<file path="config.mk">
export PLATFORM = sky130hd
export DESIGN_NAME = des_io_loader
export DESIGN_NICKNAME = d
export VERILOG_FILES = /design/src/rtl/des_io_loader.sv
export SDC_FILE = /design/constraint.sdc
export NUM_CORES = 1
export LEC_CHECK = 0
export ABC_AREA = 0
export CORE_ASPECT_RATIO = 0.5
export CORE_MARGIN = 8
export CORE_UTILIZATION = 41
export DETAILED_ROUTE_END_ITERATION = 6
export PLACE_DENSITY = 0.88
export SYNTH_ARGS = -nofsm -noshare
export SYNTH_HDL_FRONTEND = slang
export SYNTH_SLANG_ARGS = --single-unit
</file>
<file path="constraint.sdc">
create_clock -name clk -period 1.59 [get_ports clk]
set_clock_uncertainty 0.05 [all_clocks]
set_input_delay 0.159 -clock clk [delete_from_list [all_inputs] [get_ports clk]]
set_output_delay 0.159 -clock clk [all_outputs]
set_load 0.02 [all_outputs]
</file>
<file path="src/rtl/des_io_loader.sv">
// rtl/des_io_loader.sv - byte-serial data/key loader and result capture around a fixed-latency DES core
// Optional key-byte odd-parity check: define DES_LOADER_PARITY_EN.
module des_io_loader #(
    parameter int LATENCY = 17,
    parameter int MODE    = 1
) (
    input  logic        clk,
    input  logic        rst,
    input  logic [7:0]  byte_in,
    input  logic        byte_sel,
    input  logic        byte_valid,
    output logic        byte_ready,
    output logic [0:63] des_in,
    output logic [0:63] key_in,
    output logic        flag,
    output logic        flag_s,
    input  logic [0:63] des_out,
    output logic [0:63] res_out,
    output logic        res_valid,
    input  logic        res_ready,
    output logic        busy,
    output logic        key_err
);

    localparam int CW = (LATENCY < 2) ? 1 : $clog2(LATENCY);
    localparam logic [CW-1:0] WLAST = CW'((LATENCY > 1) ? LATENCY - 1 : 0);

    typedef enum logic [2:0] {
        IDLE  = 3'd0,
        LOAD  = 3'd1,
        START = 3'd2,
        WAIT  = 3'd3,
        OUT   = 3'd4
    } state_t;

    state_t        state, state_n;
    logic [3:0]    dcnt, kcnt;
    logic [CW-1:0] wcnt;
    logic          rdy_en;
    logic          sel_full;
    logic          accept;
    logic          d_acc;
    logic          k_acc;
    logic          wait_last;
    logic          par_fail;

    assign flag = (MODE != 0);

    always_comb begin
        sel_full   = byte_sel ? kcnt[3] : dcnt[3];
        // rdy_en keeps byte_ready low while reset is held and until the first edge after release
        byte_ready = rdy_en && ((state == IDLE) || (state == LOAD)) && !sel_full;
        accept     = byte_valid && byte_ready;
        d_acc      = accept && !byte_sel;
        k_acc      = accept && byte_sel;
        wait_last  = (LATENCY <= 1) || (wcnt == WLAST);
        flag_s     = (state == START);
        res_valid  = (state == OUT);
        busy       = (state != IDLE);
`ifdef DES_LOADER_PARITY_EN
        par_fail   = k_acc && !(^byte_in);
`else
        par_fail   = 1'b0;
`endif
    end

    always_comb begin
        state_n = state;
        case (state)
            IDLE:    if (accept && !par_fail) state_n = LOAD;
            LOAD: begin
                if (par_fail)
                    state_n = IDLE;
                else if (dcnt[3] && kcnt[3])
                    state_n = START;
            end
            START:   state_n = WAIT;
            WAIT:    if (wait_last) state_n = OUT;
            OUT:     if (res_ready) state_n = IDLE;
            default: state_n = IDLE;
        endcase
    end

    always_ff @(posedge clk or negedge rst) begin
        if (!rst)
            state <= IDLE;
        else
            state <= state_n;
    end

    always_ff @(posedge clk or negedge rst) begin
        if (!rst) begin
            rdy_en  <= 1'b0;
            dcnt    <= 4'd0;
            kcnt    <= 4'd0;
            wcnt    <= '0;
            des_in  <= '0;
            key_in  <= '0;
            res_out <= '0;
        end else begin
            rdy_en <= 1'b1;
            if (d_acc) begin
                des_in <= {des_in[8:63], byte_in};
                dcnt   <= dcnt + 4'd1;
            end
            if (k_acc) begin
                key_in <= {key_in[8:63], byte_in};
                kcnt   <= kcnt + 4'd1;
            end
            // a bad key byte abandons the whole load, data included
            if (par_fail) begin
                dcnt <= 4'd0;
                kcnt <= 4'd0;
            end
            if (state == START)
                wcnt <= '0;
            if (state == WAIT) begin
                wcnt <= wcnt + CW'(1);
                if (wait_last)
                    res_out <= des_out;
            end
            if ((state == OUT) && res_ready) begin
                dcnt <= 4'd0;
                kcnt <= 4'd0;
            end
        end
    end

`ifdef DES_LOADER_PARITY_EN
    always_ff @(posedge clk or negedge rst) begin
        if (!rst)
            key_err <= 1'b0;
        else if (par_fail)
            key_err <= 1'b1;
    end
`else
    assign key_err = 1'b0;
`endif

endmodule

</file>
### Word level (Yosys, flattened, before mapping)

Cells that the tools add are included.

| word-level totals | value |
|---|---|
| register bits after elaboration | 209 |
| input port bits | 77 |
| output and inout bits | 198 |
| logic and storage cells | 49 |

| cells by class | value |
|---|---|
| $add $sub $neg | 3 |
| eq/ne operators | 9 |
| mux-type cells | 12 |
| reduce and logical (&&, ||, !) cells | 17 |

Operators by type and width:

| kind | number |
|---|---|
| $mux 4 | 4 |
| $pmux 3 s5 | 1 |
| $mux 3 | 4 |
| $mux 5 | 2 |
| $add 4x1->4 const B | 2 |
| $logic_and 1x1->1 | 7 |
| $eq 3x2->1 const B | 2 |
| $reduce_bool 2->1 | 3 |
| $add 5x1->5 const B | 1 |
| $eq 5x5->1 const B | 1 |
| $ne 2x1->1 const B | 2 |
| $ne 2x2->1 const B | 2 |
| $reduce_and 4->1 | 1 |
| $eq 3x1->1 const B | 1 |
| $eq 3x3->1 const B | 1 |
| $logic_not 3->1 | 1 |
| $reduce_bool 3->1 | 1 |
| $logic_not 1->1 | 2 |
| $reduce_and 2->1 | 1 |
| $logic_or 1x1->1 | 1 |
| $mux 1 | 1 |

### Depth between registers and ports, before layout

| depth | value |
|---|---|
| word-level depth | 8 |
| mapped depth | 7 |
| depth with buffers taken out | 5 |

### Worst setup path after synthesis

No wires, ideal clock.

| path | value |
|---|---|
| kind | reg-to-reg |
| start point | reg wcnt[0] |
| end point | reg res_out[10] (netlist name) |
| library setup time | 125 ps |
| data arrival time | 1556 ps |
| required time | 1415 ps |
| setup slack | -141 ps |
| cell stages (with the launch flop) | 8 |
| buffers on the path | 2 |
| clock period less this slack | 1731 ps |
| cells stage by stage | dfrtp_1 -> inv_1 -> ha_1 -> and4bb_2 -> nand3_1 -> buf_4 -> buf_6 -> mux2_2 |

| on the way | value |
|---|---|
| cells in the longest elaborated chain, start to end | 2 |

RTL lines:

| item | RTL line | source |
|---|---|---|
| start, declared | 38 | `logic [CW-1:0] wcnt;` |
| start signal, assigned | 118 | `wcnt <= wcnt + CW'(1);` |
| $eq 5x5->1 | 56 | `wait_last = (LATENCY <= 1) \|\| (wcnt == WLAST);` |
| $reduce_and 2->1 (no source line) | n/a |  |
| end signal, assigned | 120 | `res_out <= des_out;` |
| end, declared | 18 | `output logic [0:63] res_out,` |

No other way between the ends.
A chain may end at the register's enable or synchronous reset.

### Final worst setup path

| path | value |
|---|---|
| start point | reg state[1] |
| end point | reg state[0] |

| on the way | value |
|---|---|
| cells in the longest elaborated chain, start to end | 7 |
| elaborated cells between the ends (all ways) | 15 |
| those cells by class | eq/ne (8); mux (1); reduce/logical (6) |

RTL lines:

| item | RTL line | source |
|---|---|---|
| start, declared | 36 | `state_t state, state_n;` |
| start signal, assigned | 88 | `state <= state_n;` |
| $eq 3x1->1 or $logic_not 3->1 (tied branches) | 52, 69 |  |
| $logic_or 1x1->1 | 52 | `byte_ready = rdy_en && ((state == IDLE) \|\| (state == LOAD)) && !sel_full;` |
| $logic_and 1x1->1 (2 in series) | 52 |  |
| $logic_and 1x1->1 | 53 | `accept = byte_valid && byte_ready;` |
| $ne 2x2->1 (no source line) | n/a |  |
| $reduce_and 4->1 (no source line) | n/a |  |

Parallel ways exist; a longest one is shown, timed or not.

==> flow_metrics.py <==
metrics = {
    "outcome": {
        "run_status": "finished with violations",
        "violations": "negative setup slack",
    },
    "synthesis": {
        "synthFlopType": "dfrtp_1",
        "syn_area_um2": 8310,
        "ys_ff_latch": 209,
        "yosysMostFrequentCell": "dfrtp_1",
        "synth_area_leaders": "dfrtp_1 63%, mux2_2 18%, mux2_4 11%",
        "yosysSeqAreaShare_pct": 62.9,
        "synth_top_area_share_pct": 62.9,
        "ys_types": 33,
        "syn_area_per_cell_um2": 16.6,
        "ys_warn_count": 0,
        "synth_edf_count": 0,
        "syn_inst": 502,
        "synth_top_area_cell": "dfrtp_1",
        "synth_common_cells": "209 x dfrtp_1, 132 x mux2_2, 60 x mux2_4",
        "async_reset_ff_share_pct": 100,
    },
    "critical_path": {
        "crit_path_end_kind": "flop",
        "crit_type": "flop to flop",
        "r2r-end": "state[0]$_DFFE_PN0P_",
        "r2r_cells": 6,
        "reg2reg_from": "state[1]$_DFFE_PN0P_",
        "critPathMaxFanout": 4,
        "cp.buffers_inverters": 3,
        "crit_chain": "and4bb_4 > buf_8 > buf_6 > buf_6 > a21boi_1 > a311oi_2",
        "cpMaxStageDelayCell": "dfrtp_1",
        "critPathMaxStageDelay_ns": 0.44,
        "cp.required_ns": 1.91,
        "reg2reg_setup_slack_ns": -0.23,
        "path_common_cell": "buf_6",
        "crit_family": "flip-flops",
        "start_kind": "flop",
        "cp.arrival_ns": 2.15,
    },
    "drt": {
        "drc": 0,
        "drt_iter0_markers": 307,
        "vias": 5719,
        "dr.pass1.iters": 4,
        "vias_per_cell": 5.10,
        "wl_per_cell_um": 23.8,
        "drtAntennaViolNets": 0,
        "drt-total-wl_mm": 26.7,
    },
    "final_layout": {
        "area_growth_pct": 55.8,
        "final_cells": 1122,
        "nets": 926,
        "num_antenna_cells": 0,
        "layout-drive-gt1-share_pct": 38.2,
    },
    "global_routing": {
        "grt_start_max_net_pins": 51,
        "antenna_found_initial": 0,
        "grt_pass1_wl_mm": 35.9,
        "grt_overflow": 0,
        "first_global_vias": 6087,
        "grt_use_total_pct": 18.0,
    },
    "clocking": {
        "clock_path_buffers": 3,
        "clk_latency_ns": 0.51,
        "cts_buffers": 20,
        "cts_tree": "yes",
        "clockRootBuffer": "clkbuf_16",
        "cts_sinks": 209,
        "cts_max_level": 1,
        "clk_pin_slew_worst_paths_ns": 0.07,
    },
    "placement": {
        "pre_cts_ws_ns": -0.309,
        "post-dp-hpwl_mm": 16.4,
        "place_congestion": 0.787,
        "dpl.cell_count": 1050,
        "io_buffer_count": 272,
    },
    "power": {
        "peakVddDrop_v": 0.00115,
        "p_leak_nw": 6.47,
        "power_density_nw_per_um2": 1730,
    },
    "sta": {
        "finalSetupViolCount": 199,
        "fin_setup_tns_ns": -30.88,
        "relSlewSlack_pct": 65.8,
        "final.period_utilization_pct": 115,
        "timing.fmax_mhz": 549,
        "rsz0062_at_grt": "yes",
        "tightest_slew_ns": 0.511,
        "setup_slack_ns": -0.231,
        "hold_viol": 0,
        "final_max_slew_viol_count": 0,
        "fin_crit_ns": 1.82,
    },
    "die": {
        "core_um2": 19700,
        "io_pins": 275,
        "die_x_um": 217,
        "die_h_um": 117,
        "dieArea_um2": 25400,
        "initial_core_util_pct": 42.2,
        "std_cell_rows": 36,
    },
    "job": {
        "drv_cap": 0,
    },
    "min_path": {
        "hp-class": "primary input to asynchronous set/reset pin",
    },
}
registers in the layout (all words and copies together) (netlist names):
name     flops
dcnt         4
des_in      64
rdy_en       1
res_out     64
wcnt         5
kcnt         4
key_in      64
state        3
per-layer routing:
layer  share of wire, %  up-vias  global-route usage, %
met1                 38     2991                   19.5
met3                3.9       73                   3.15
li1                   -     2458                      -
met5                  0        -                      0
met4                4.1        0                   8.02
met2                 54      197                   34.4
worst max-delay path by stage:
stage	slack, ns	end	from	cells past startpoint
after global routing	-0.27	state[0]$_DFFE_PN0P_	state[1]$_DFFE_PN0P_	6
after floorplan	-0.08	res_out[11]$_DFFE_PN0P_	wcnt[0]$_DFFE_PN0P_	7
after detailed placement	-0.31	byte_ready	byte_sel	4
after CTS	-0.16	res_out[11]$_DFFE_PN0P_	wcnt[1]$_DFFE_PN0P_	6
after global placement	-0.29	byte_ready	byte_sel	4
final	-0.23	state[0]$_DFFE_PN0P_	state[1]$_DFFE_PN0P_	6
layout make-up:
class | instances | area (um2)
flip-flops and latches | 209 | 5230
fillers | 1331 | 6730
multi-input cells | 263 | 3020
clock inverters | 10 | 168
clock buffers | 23 | 532
inverters | 6 | 22.5
well taps | 266 | 333
repair buffers | 345 | 3650
cell usage in the layout (no fill, tap or decap), drive strengths merged, types with 2 or more instances in the layout:
cell type / count
dfrtp: 209
dlygate4sd2: 192
mux2: 192
clkdlybuf4s50: 75
buf: 67
clkbuf: 32
nand2: 15
nand3: 9
o21ai: 8
mux2i: 7
inv: 7
bufinv: 4
nor2: 4
ha: 4
clkinv: 4
conb: 3
nand2b: 3
or3: 2
and4bb: 2
nor2b: 2
a311oi: 2
power by group:
group | total [mW] | leakage [nW] | switching, mW | internal (mW)
combinational | 8.64 | 3.56 | 4.48 | 4.16
sequential | 8.66 | 2.57 | 1.59 | 7.06
clock | 5.18 | 0.342 | 2.12 | 3.06
total | 22.5 | 6.47 | 8.19 | 14.3
metrics by stage:
stage	utilization, %	hold WS [ns]	cell area, um2	power [mW]
CTS	64.0	0.131	12600	22.1
detailed placement	58.9	0.0991	11600	17.6
global route	65.8	0.152	13000	23.3
global placement	58.9	0.0967	11600	17.3
floorplan	-	-0.187	8360	12.7
finish	65.8	0.114	13000	22.5
cell families after synthesis:
kind of cell / after synthesis / synth area share (%)
AOI/OAI and AO/OA: 14 / 1.02
adders and majority gates: 4 / 0.602
buffers and inverters: 33 / 3.01
DFF: 209 / 62.9
muxes: 199 / 29.6
other: 2 / 0.0903
and+or+nand+nor: 41 / 2.81
what timing repair did:
action / CTS / global route
hold buffers: 1 / 0
pin swaps: 3 / 8
buffers inserted: 15 / 6
setup endpoints to repair: 370 / 205
cloned: 10 / 11
resized for setup: 245 / 42
hold endpoints to repair: 209 / 0
No activity file was read; power rests on OpenSTA's default activity.
==> variant (same flow settings) <==
`LATENCY`: 17 -> 34.
--- a/src/rtl/des_io_loader.sv
+++ b/src/rtl/des_io_loader.sv
@@ -1,7 +1,7 @@
 // rtl/des_io_loader.sv - byte-serial data/key loader and result capture around a fixed-latency DES core
 // Optional key-byte odd-parity check: define DES_LOADER_PARITY_EN.
 module des_io_loader #(
-    parameter int LATENCY = 17,
+    parameter int LATENCY = 34,
     parameter int MODE    = 1
 ) (
     input  logic        clk,
Behaviour: no difference found for any inputs over 4 cycles, from zero or initial values and one cycle with rst low; that may be too few to reach the edited logic, so the function may still have changed.
==> variant against the original RTL <==
The run still ends with negative setup slack left. First-iteration DRC count rose by 35%. Critical path depth decreased by 1. Count of clock-buffer cells in the layout up 9. Synthesized area barely moved. Setup slack got worse by 120 ps. Non-clock buffer count rose by 13. Combinational power increased by 2%. Sequential cell count up 1. Global-route usage rose by 1.9 points. Cell area increased by 1.6%. Power about the same. Fmax is 6.4% lower. Largest power group is now combinational logic. Routed wire length grew 2.9%.
==> variant: results (changes against the original RTL) <==
Routed WL per cell -> 24.0 um (was 23.8 um)
detailed placement HPWL -> 16,200 um (was 16,400 um)
VDD IR-drop max -> 813 uV (was 1150 uV)
Net Sw Frac -> 36.5% (was 36.4%)
initial antenna violation count -> 1 (was 0)
layout overhead on the synthesized area -> 58.2% (was 55.8%)
Final WS setup -> -355 ps (was -231 ps)
multi-input logic area -> 3150 um2 (was 3020 um2)
GP Congestion -> 0.776 (was 0.787)
DRT iter0 DRCs -> 415 (was 307)
layout cells sized above 1 -> 39.0% (was 38.2%)
top cells by count, synth -> dfrtp_1, mux2_2, mux2_4, nand2_1, buf_2 (was dfrtp_1, mux2_2, mux2_4, buf_6, nand2_1)
sequential logic power -> 8.51 mW (was 8.66 mW)
top sig layer -> met5 (was met4)
Avg Cell Area, Syn -> 16.3 um2 (was 16.6 um2)
register area -> 5260 um2 (was 5230 um2)
FF+latch count, synth -> 210 (was 209)
nonclk inv count -> 2 (was 6)
All-Layer GR Usage -> 19.8% (was 18.0%)
largest fanout on the critical path -> 8 (was 4)
cell leakage power -> 6.76 nW (was 6.47 nW)
Synth cell types -> 40 (was 33)
vias in the first global route -> 6,559 (was 6,087)
Hold WC Path Type -> input pin to asynchronous set/reset pin (unchanged)
Area contributors post-synth -> dfrtp_1, mux2_2, mux2_4 (unchanged)
routed wl met3 -> 1310 um (was 1040 um)
Setup TNS -> -52,450 ps (was -30,880 ps)
count of plain and timing-repair buffers -> 358 (was 345)
WL met2 -> 14,100 um (was 14,400 um)
Critical Path Max Stage Delay -> 560 ps (was 440 ps)
failing checks -> negative setup slack (unchanged)
worst slack, placed -> -373 ps (was -309 ps)
sequential-to-total area share from yosys stat -> 63.2% (was 62.9%)
CP max stage cell -> or4b_4 (was dfrtp_1)
number of clock buffers in the layout -> 32 (was 23)
endpoints failing setup -> 205 (was 199)
# Post-CTS Setup Buffers -> 27 (was 15)
CP top delay family -> simple AND/OR/NAND/NOR gates (was flip-flops)
status -> finished with violations (unchanged)
Final nets -> 946 (was 926)
GR met1 Demand/Resource -> 22.3% (was 19.5%)
comb_multi_in -> 273 (was 263)
met1 WL -> 10,400 um (was 10,100 um)
Post-DP Area -> 11,600 um2 (about the same)
ClkCell Share -> 5.42% (was 5.40%)
fillers -> 1,288 (was 1,331)
GR Layer Usage met3 -> 3.96% (was 3.15%)
Non-Filler Instances -> 1,145 (was 1,122)
internal power -> 14.3 mW (about the same)
-- variant: cell families after synthesis --
family | count (synthesis) | synth area share (%)
other | 2 | 0.0903
adders and majority gates | 4 | 0.602
muxes | 197 | 28.4
AOI/OAI and AO/OA | 14 | 1.11
buffers and inverters | 30 | 2.75
and+or+nand+nor | 54 | 3.88
DFF | 210 | 63.2
-- variant: worst paths after layout --
path / start / to / depth (start not counted) / slack, ps
worst max-delay path: wcnt[4]$_DFFE_PN0P_ / res_out[29]$_DFFE_PN0P_ / 5 / -360
worst min-delay path: rst / dcnt[3]$_DFFE_PN0P_ / 2 / 130
worst max register to register: wcnt[4]$_DFFE_PN0P_ / res_out[29]$_DFFE_PN0P_ / 5 / -360
worst min register to register: res_out[6]$_DFFE_PN0P_ / res_out[6]$_DFFE_PN0P_ / 1 / 460
max in group asynchronous: rst / key_in[56]$_DFFE_PN0P_ / 3 / 720
min in group clk: des_out[10] / res_out[10]$_DFFE_PN0P_ / 2 / 230
